===== config.mk =====
export PLATFORM = sky130hd
export DESIGN_NAME = xorshift_array
export DESIGN_NICKNAME = d
export VERILOG_FILES = /design/src/rtl/xorshift_pkg.sv /design/src/rtl/xorshift128p_lane.sv /design/src/rtl/xorshift_array.sv
export SDC_FILE = /design/constraint.sdc
export NUM_CORES = 2
export LEC_CHECK = 0
export BUFFER_PORTS_ARGS = -buffer_cell sky130_fd_sc_hd__clkbuf_2
export CAP_MARGIN = 30
export CORE_MARGIN = 4
export CORE_UTILIZATION = 55
export DETAILED_ROUTE_END_ITERATION = 8
export GPL_ROUTABILITY_DRIVEN = 0
export PLACE_DENSITY = 0.8
export SLEW_MARGIN = 20
export SYNTH_ARGS = -nofsm -noshare
export SYNTH_HDL_FRONTEND = slang
export SYNTH_SLANG_ARGS = --single-unit

===== constraint.sdc =====
create_clock -name clk -period 5.8 [get_ports clk]
set_clock_uncertainty 0.1 [all_clocks]
set_input_delay 1.45 -clock clk [delete_from_list [all_inputs] [get_ports clk]]
set_output_delay 1.45 -clock clk [all_outputs]
set_load 0.005 [all_outputs]

===== src/rtl/xorshift_pkg.sv =====
// xorshift_pkg: shared constants, lane state bundle and step math
// for the multi-lane xorshift128/xorshift128+ generator.
package xorshift_pkg;

  localparam int LANE_W = 64;

  localparam int SH_A = 23;
  localparam int SH_B = 18;
  localparam int SH_C = 5;

  localparam logic [LANE_W-1:0] ZERO_SEED = 64'h9E3779B97F4A7C15;

  localparam bit MODE_PLAIN = 1'b0;
  localparam bit MODE_PLUS  = 1'b1;

  typedef enum logic [1:0] {
    ST_IDLE,
    ST_WARM,
    ST_RUN
  } state_t;

  typedef struct packed {
    logic [LANE_W-1:0] s0;
    logic [LANE_W-1:0] s1;
  } lane_t;

  function automatic lane_t xs_step(input lane_t s);
    lane_t r;
    logic [LANE_W-1:0] a;
    logic [LANE_W-1:0] b;
    a = s.s0;
    b = s.s1;
    a = a ^ (a << SH_A);
    r.s0 = b;
    r.s1 = a ^ b ^ (a >> SH_B) ^ (b >> SH_C);
    return r;
  endfunction

  // An all-zero state is a fixed point of xorshift, so it is
  // never allowed to enter the state registers.
  function automatic lane_t xs_seed(
    input logic [LANE_W-1:0] a,
    input logic [LANE_W-1:0] b
  );
    lane_t r;
    if ((a == '0) && (b == '0)) begin
      r.s0 = ZERO_SEED;
      r.s1 = '0;
    end else begin
      r.s0 = a;
      r.s1 = b;
    end
    return r;
  endfunction

endpackage


===== src/rtl/xorshift128p_lane.sv =====
// xorshift128p_lane: one 64-bit lane (state regs, step, seed load).
// Ports: clk, rst_n, load, step, seed1, seed2 -> value.
module xorshift128p_lane
  import xorshift_pkg::*;
#(
  parameter bit MODE = MODE_PLUS
) (
  input  logic              clk,
  input  logic              rst_n,
  input  logic              load,
  input  logic              step,
  input  logic [LANE_W-1:0] seed1,
  input  logic [LANE_W-1:0] seed2,
  output logic [LANE_W-1:0] value
);

  lane_t st;

  always_ff @(posedge clk or negedge rst_n) begin
    if (!rst_n) begin
      st <= '0;
    end else if (load) begin
      st <= xs_seed(seed1, seed2);
    end else if (step) begin
      st <= xs_step(st);
    end
  end

  if (MODE == MODE_PLUS) begin : g_plus
    assign value = st.s0 + st.s1;
  end else begin : g_plain
    assign value = st.s1;
  end

endmodule


===== src/rtl/xorshift_array.sv =====
// xorshift_array: LANES lock-step xorshift lanes with warm-up and
// valid/ready output. Ports: clk, rst_n, seed1, seed2, set,
// out_data, out_valid, out_ready.
module xorshift_array
  import xorshift_pkg::*;
#(
  parameter int LANES  = 4,
  parameter bit MODE   = MODE_PLUS,
  parameter int WARMUP = 8,
  localparam int OUT_W = LANES * LANE_W
) (
  input  logic             clk,
  input  logic             rst_n,
  input  logic [OUT_W-1:0] seed1,
  input  logic [OUT_W-1:0] seed2,
  input  logic             set,
  output logic [OUT_W-1:0] out_data,
  output logic             out_valid,
  input  logic             out_ready
);

  localparam int CW =
    (WARMUP > 0) ? $clog2(WARMUP + 1) : 1;
  localparam logic [CW-1:0] LAST =
    CW'((WARMUP > 0) ? WARMUP - 1 : 0);
  localparam state_t LOAD_ST =
    (WARMUP == 0) ? ST_RUN : ST_WARM;

  state_t        state;
  state_t        state_n;
  logic [CW-1:0] cnt;
  logic [CW-1:0] cnt_n;
  logic          step;
  logic [OUT_W-1:0] cat;

  always_ff @(posedge clk or negedge rst_n) begin
    if (!rst_n) begin
      state <= ST_IDLE;
      cnt   <= '0;
    end else begin
      state <= state_n;
      cnt   <= cnt_n;
    end
  end

  // set overrides any step; a RUN handshake in the same
  // cycle is still a delivered word.
  always_comb begin
    state_n   = state;
    cnt_n     = cnt;
    step      = 1'b0;
    out_valid = 1'b0;
    unique case (state)
      ST_IDLE: begin
        state_n = ST_IDLE;
      end
      ST_WARM: begin
        step  = 1'b1;
        cnt_n = cnt + 1'b1;
        if (cnt == LAST) begin
          state_n = ST_RUN;
        end
      end
      ST_RUN: begin
        out_valid = 1'b1;
        step      = out_ready;
      end
      default: begin
        state_n = ST_IDLE;
      end
    endcase
    if (set) begin
      state_n = LOAD_ST;
      cnt_n   = '0;
      step    = 1'b0;
    end
  end

  for (genvar i = 0; i < LANES; i++) begin : g_lane
    logic [LANE_W-1:0] v;

    xorshift128p_lane #(
      .MODE(MODE)
    ) u_lane (
      .clk  (clk),
      .rst_n(rst_n),
      .load (set),
      .step (step),
      .seed1(seed1[i*LANE_W +: LANE_W]),
      .seed2(seed2[i*LANE_W +: LANE_W]),
      .value(v)
    );

    // Lane 0 lands in the MSBs of the output word.
    assign cat[OUT_W-1-i*LANE_W -: LANE_W] = v;
  end

  assign out_data = out_valid ? cat : '0;

endmodule


# Yosys cells after proc, flatten, opt, wreduce, memory -nomap -nowiden
# Cells that the tools add are included.
# word_totals
latch_bits,0
out_inout_bits,257
n_memories,0
word_cells,72
mem_bits_rw,0
mem_bits_ro,0
reg_bits,518
inputBits,516
# classes
addsub,5
n_div,0
n_reduce_logical,15
n_mul,0
bitwise_logic,16
mux,21
magnitude_cmp,0
n_shift,0
eq_ne,5
# op_table
op,count
128-bit 2-to-1 mux,12
64-bit zero test,8
64-bit XOR,8
64-bit adder,4
256-bit 2-to-1 mux,1
64-bit by 46-bit XOR with 64-bit output,4
64-bit by 59-bit XOR with 64-bit output,4
4-bit 2-to-1 mux,2
4-bit by 1-bit adder with 4-bit output (second input constant),1
4-bit by 3-bit equality test with 1-bit output (second input constant),1
1-bit logical AND,4
2-bit 2-to-1 mux,2
2-bit case mux with 2 select lines,1
2-bit nonzero test,2
3-bit != test (second input constant),1
2-bit by 1-bit equality test with 1-bit output (second input constant),1
2-bit equality test (second input constant),1
1-bit 2-to-1 mux,2
2-bit != test (second input constant),1
1-bit case mux with 2 select lines,1
2-bit AND reduction,1

# Logic depth before layout (Yosys ltp)
# depth
ltp_word,6
depth_mapped,13
mapped_depth_nobuf,13

# By module
# From an unflattened synthesis, not the netlist that was laid out.
# unflattened
hier_cells,6346
area_unflattened_um2,49014.5
# by_module_without_submodules
mod,seq_area_each_um2,area_each_um2,cells_each,n_inst
xorshift128p_lane (g_lane[1].u_lane ...),3203.1,11845.1,1503,2
xorshift128p_lane (g_lane[2].u_lane),3203.1,11806.3,1545,1
xorshift128p_lane (g_lane[0].u_lane),3203.1,11431.0,1477,1
xorshift_array,150.1,2087.0,318,1

# Worst setup path before layout
# OpenSTA, ideal clock, no wires.
# synth_timing
kind,register to output
from,reg g_lane[3].u_lane.st[0] in the netlist's numbering
to,out out_data[56]
arrival_time_ns,3.249
n_path_buf,0
path_stages_with_launch,14
required_ns,4.250
setup_slack_ns,1.001
path_cell_list,dfrtp_1 ha_1 inv_1 fa_1 nor2b_4 o31a_4 a2111oi_4 o311a_2 o211ai_2 a311o_2 a31oi_4 nor2_2 o41ai_2 mux2i_1
# synth_via
elab_chain_cells,2
# synth_rtl
element,line,rtl
from (decl),xorshift128p_lane.sv:17,lane_t st;
from (signal assigned),xorshift128p_lane.sv:23,"st <= xs_seed(seed1, seed2);"
from (signal assigned),xorshift128p_lane.sv:25,st <= xs_step(st);
64-bit adder,xorshift128p_lane.sv:30,assign value = st.s0 + st.s1;
256-bit 2-to-1 mux,xorshift_array.sv:98,assign out_data = out_valid ? cat : '0;
to (decl),xorshift_array.sv:17,"output logic [OUT_W-1:0] out_data,"
# Every way passes these cells.

# Worst setup path in the final report
# layout_timing
from,reg g_lane[0].u_lane.st[89] in the netlist's numbering
to,out out_data[250]
# layout_via
elab_chain_cells,2
# layout_rtl
element,line
from (decl),xorshift128p_lane.sv:17
from (signal assigned),xorshift128p_lane.sv:23
from (signal assigned),xorshift128p_lane.sv:25
64-bit adder,xorshift128p_lane.sv:30
256-bit 2-to-1 mux,xorshift_array.sv:98
# Every way passes these cells.

==> results.py <==
metrics = {
    "outcome": {
        "status": "finished, final reports clean",
    },
    "floorplan": {
        "io_pins": 773,
        "rows": 106,
        "die-area_sq_um": 89820,
        "core_sq_um": 83950,
        "die_y_um": 299.7,
        "die_w_um": 299.7,
        "initial_utilization_pct": 55.75,
    },
    "layout": {
        "drive_gt1_share_pct": 16.44,
        "final_cell_mix": "nor2_1 (1289), a21oi_1 (804), clkbuf_2 (767)",
        "syn2layout_area_growth_pct": 16.17,
        "final_cell_area_sq_um": 54370,
        "final_common_cell": "nor2_1",
        "nets": 7531,
    },
    "synth": {
        "syn_inst": 6187,
        "synth_largest_area_cell": "dfrtp_1",
        "synthMuxAreaShare_pct": 1.510,
        "synth_compound_area_share_pct": 20.82,
        "yosys_register_bits": 518,
        "synth_edf_count": 0,
        "synth-simple-area-share_pct": 20.67,
        "netlist.area_leader.share_pct": 27.70,
        "async_flop_share_pct": 100.0,
        "seq_area_frac_synth_pct": 27.70,
        "synth.area.top_cells": "dfrtp_1 (28%), xnor2_1 (12%), nor2_1 (10%)",
        "synth_xor_xnor_area_share_pct": 18.66,
        "synthAdderAreaFrac_pct": 6.988,
        "synthDistinctLibCells": 90,
        "ys_warn_count": 0,
        "syn_area_sq_um": 46800,
        "syn_area_per_cell_sq_um": 7.564,
        "syn_nets": 6962,
        "synth_top_family_by_area": "compound AO/OA/AOI/OAI gates",
        "synthFlopType": "dfrtp_1",
    },
    "sta": {
        "worst_slew_pin_slew_ns": 1.132,
        "fin_crit_sh_pct": 99.95,
        "rsz0062_at_grt": "yes",
        "hold_violations": 0,
        "fmax_ghz": 0.1725,
        "tns_ns": 0,
        "finalCriticalPeriod_ns": 5.797,
        "drv_slew": 0,
        "relSlewSlack_pct": 24.57,
        "finalSetupViolations": 0,
    },
    "setup_path": {
        "r2r-start": "state[0]$_DFFE_PN0P_",
        "critPathBufInv": 1,
        "regToRegEndpoint": "g_lane[3].u_lane.st[35]$_DFFE_PN0P_",
        "crit_type": "reg -> out",
        "crit_path_end_kind": "primary output",
        "cp_data_arrival_time_ns": 4.25,
        "critPathLaunchType": "register",
        "critPathMostFrequentCell": "or3_1",
        "cp.required_ns": 4.25,
        "r2r_slack_ns": 1.91,
        "r2r_cells": 9,
        "critPathMaxStageDelay_ns": 0.56,
        "cp_top_family": "simple AND/OR/NAND/NOR gates",
        "path_cells": "ha_1, and3_1, nand2_1, or3_1, a311oi_2, nor2_2, or3_1, a211o_1, o31ai_2, xnor2_1, nor2_1, clkbuf_2",
        "cp_max_fo": 6,
        "crit_slowest_cell": "dfrtp_1",
        "crit_path_start": "g_lane[0].u_lane.st[89]$_DFFE_PN0P_",
    },
    "place": {
        "dp_hpwl_mm": 153.3,
        "portBuffers": 772,
        "place_area_sq_um": 51480,
    },
    "global_route": {
        "grt_pass1_vias": 49030,
        "overflow": 0,
        "antenna_found_initial": 9,
        "grt_use_total_pct": 42.79,
        "grt_max_degree": 185,
        "grt_pass1_wl_mm": 298.4,
    },
    "job": {
        "cap_violations": 0,
    },
    "min_path": {
        "min_to": "cnt[3]$_DFFE_PN0P_",
        "worstHoldStart": "cnt[3]$_DFFE_PN0P_",
        "whs_path_depth": 2,
        "hold_class": "reg -> reg",
    },
    "drt": {
        "wl_per_cell_um": 25.62,
        "drcViolationCount": 0,
        "vias": 52140,
        "routed_wl_mm": 203.6,
        "firstDrtPassIters": 9,
        "via_per_inst": 6.563,
        "drtAntennaViolNets": 0,
        "drt_iter0_drc": 7987,
    },
    "clock_tree": {
        "cts_tree": "yes",
        "cts-root-buf": "clkbuf_16",
        "h-tree-depth": 2,
        "clkLatencyLatePin_ns": 0.65,
        "ctsHoldBuffers": 0,
        "cts.sinks": 518,
        "ctsLongestPathBuffers": 3,
        "path_clk_slew_ns": 0.06,
        "numCtsBuffers": 60,
    },
    "power": {
        "vdd.ir_drop.worst_uv": 501.9,
        "pwr_density_cell_nw_per_um2": 710.7,
        "p_leak_nw": 24.38,
    },
}
[sequential cells by signal (all words and copies together), names as in the netlist]
signal,count
state,2
g_lane.u_lane.st,512
cnt,4
[final cells by class]
class	instances	area, sq um
inverters	89	341.6
clock buffers	84	1723
well taps	1134	1419
flip-flops and latches	518	12960
multi-input cells	5217	32710
repair buffers	870	4786
clock inverters	28	417.9
fillers	7165	29580
diodes	5	12.51
[power by group]
| part | switching (mW) | internal (mW) |
|---|---|---|
| clock | 1.74 | 2.51 |
| combinational | 15.7 | 11.1 |
| sequential | 2.63 | 4.95 |
| total | 20.1 | 18.5 |
[cells by family after synthesis]
kind of cell	count (synthesis)
DFF	518
and+or+nand+nor	2238
adders and majority gates	259
AOI/OAI and AO/OA	1656
xor gates and xnor gates	997
buffers and inverters	452
muxes	67
[worst reg2reg max path: stages (launching register included)]
cell and delay, ns:
dfrtp_1 0.38, inv_1 0.11, ha_4 0.18, buf_4 0.81
a21oi_1 0.29, nor2_4 0.30, buf_12 0.61, nand2_1 0.53
xnor2_1 0.20, mux2_2 0.27
[what timing repair did]
item,CTS,global route
pin swaps,6,18
resized for setup,21,100
buffers inserted,3,20
endpoints found under the setup margin,29,57
[stage by stage]
step	std cells	utilization [%]	setup slack [ns]	hold WS [ns]	total power, mW
6_report	7945	64.76	0.002863	0.4479	38.64
5_1_grt	7940	64.75	-0.04150	0.4632	40.62
4_1_cts	7917	64.02	0.005571	0.4466	36.85
3_5_place_dp	7802	61.32	0.4524	0.4329	32.31
3_3_place_gp	7802	61.32	0.5234	0.4149	31.89
2_1_floorplan	6187	-	1.001	0.3941	25.21
[worst max-delay path by stage]
stage	cells after the start	end	slack, ns
floorplan	13	out_data[56]	1.00
global placement	14	out_data[56]	0.52
detailed placement	13	out_data[122]	0.45
CTS	12	out_data[250]	0.006
global route	12	out_data[58]	-0.04
finish	12	out_data[250]	0.003
[synth_stat cells, types with 30 or more instances]
master	count
a31oi_1	50
nor3_1	37
inv_1	88
nand2_1	425
buf_1	37
xnor2_1	661
nor2b_1	30
and2_1	32
nand2b_1	40
and3_1	33
a21oi_1	811
o21bai_1	50
o21ai_0	335
nand4_1	104
dfrtp_1	518
nand3_1	37
ha_1	255
nor2_1	1295
mux2i_1	38
nor4_1	145
a21o_1	156
o22a_1	39
clkbuf_1	318
xor2_1	336
[metal layers]
metal,vias up,track usage (%),routed length [um]
met5,-,0,39
li1,22510,-,-
met4,6,31.78,20030
met1,24240,53.38,70790
met2,4298,62.76,83740
met3,1095,12.61,28950
Note: power is estimated with default switching activity, not from simulation.
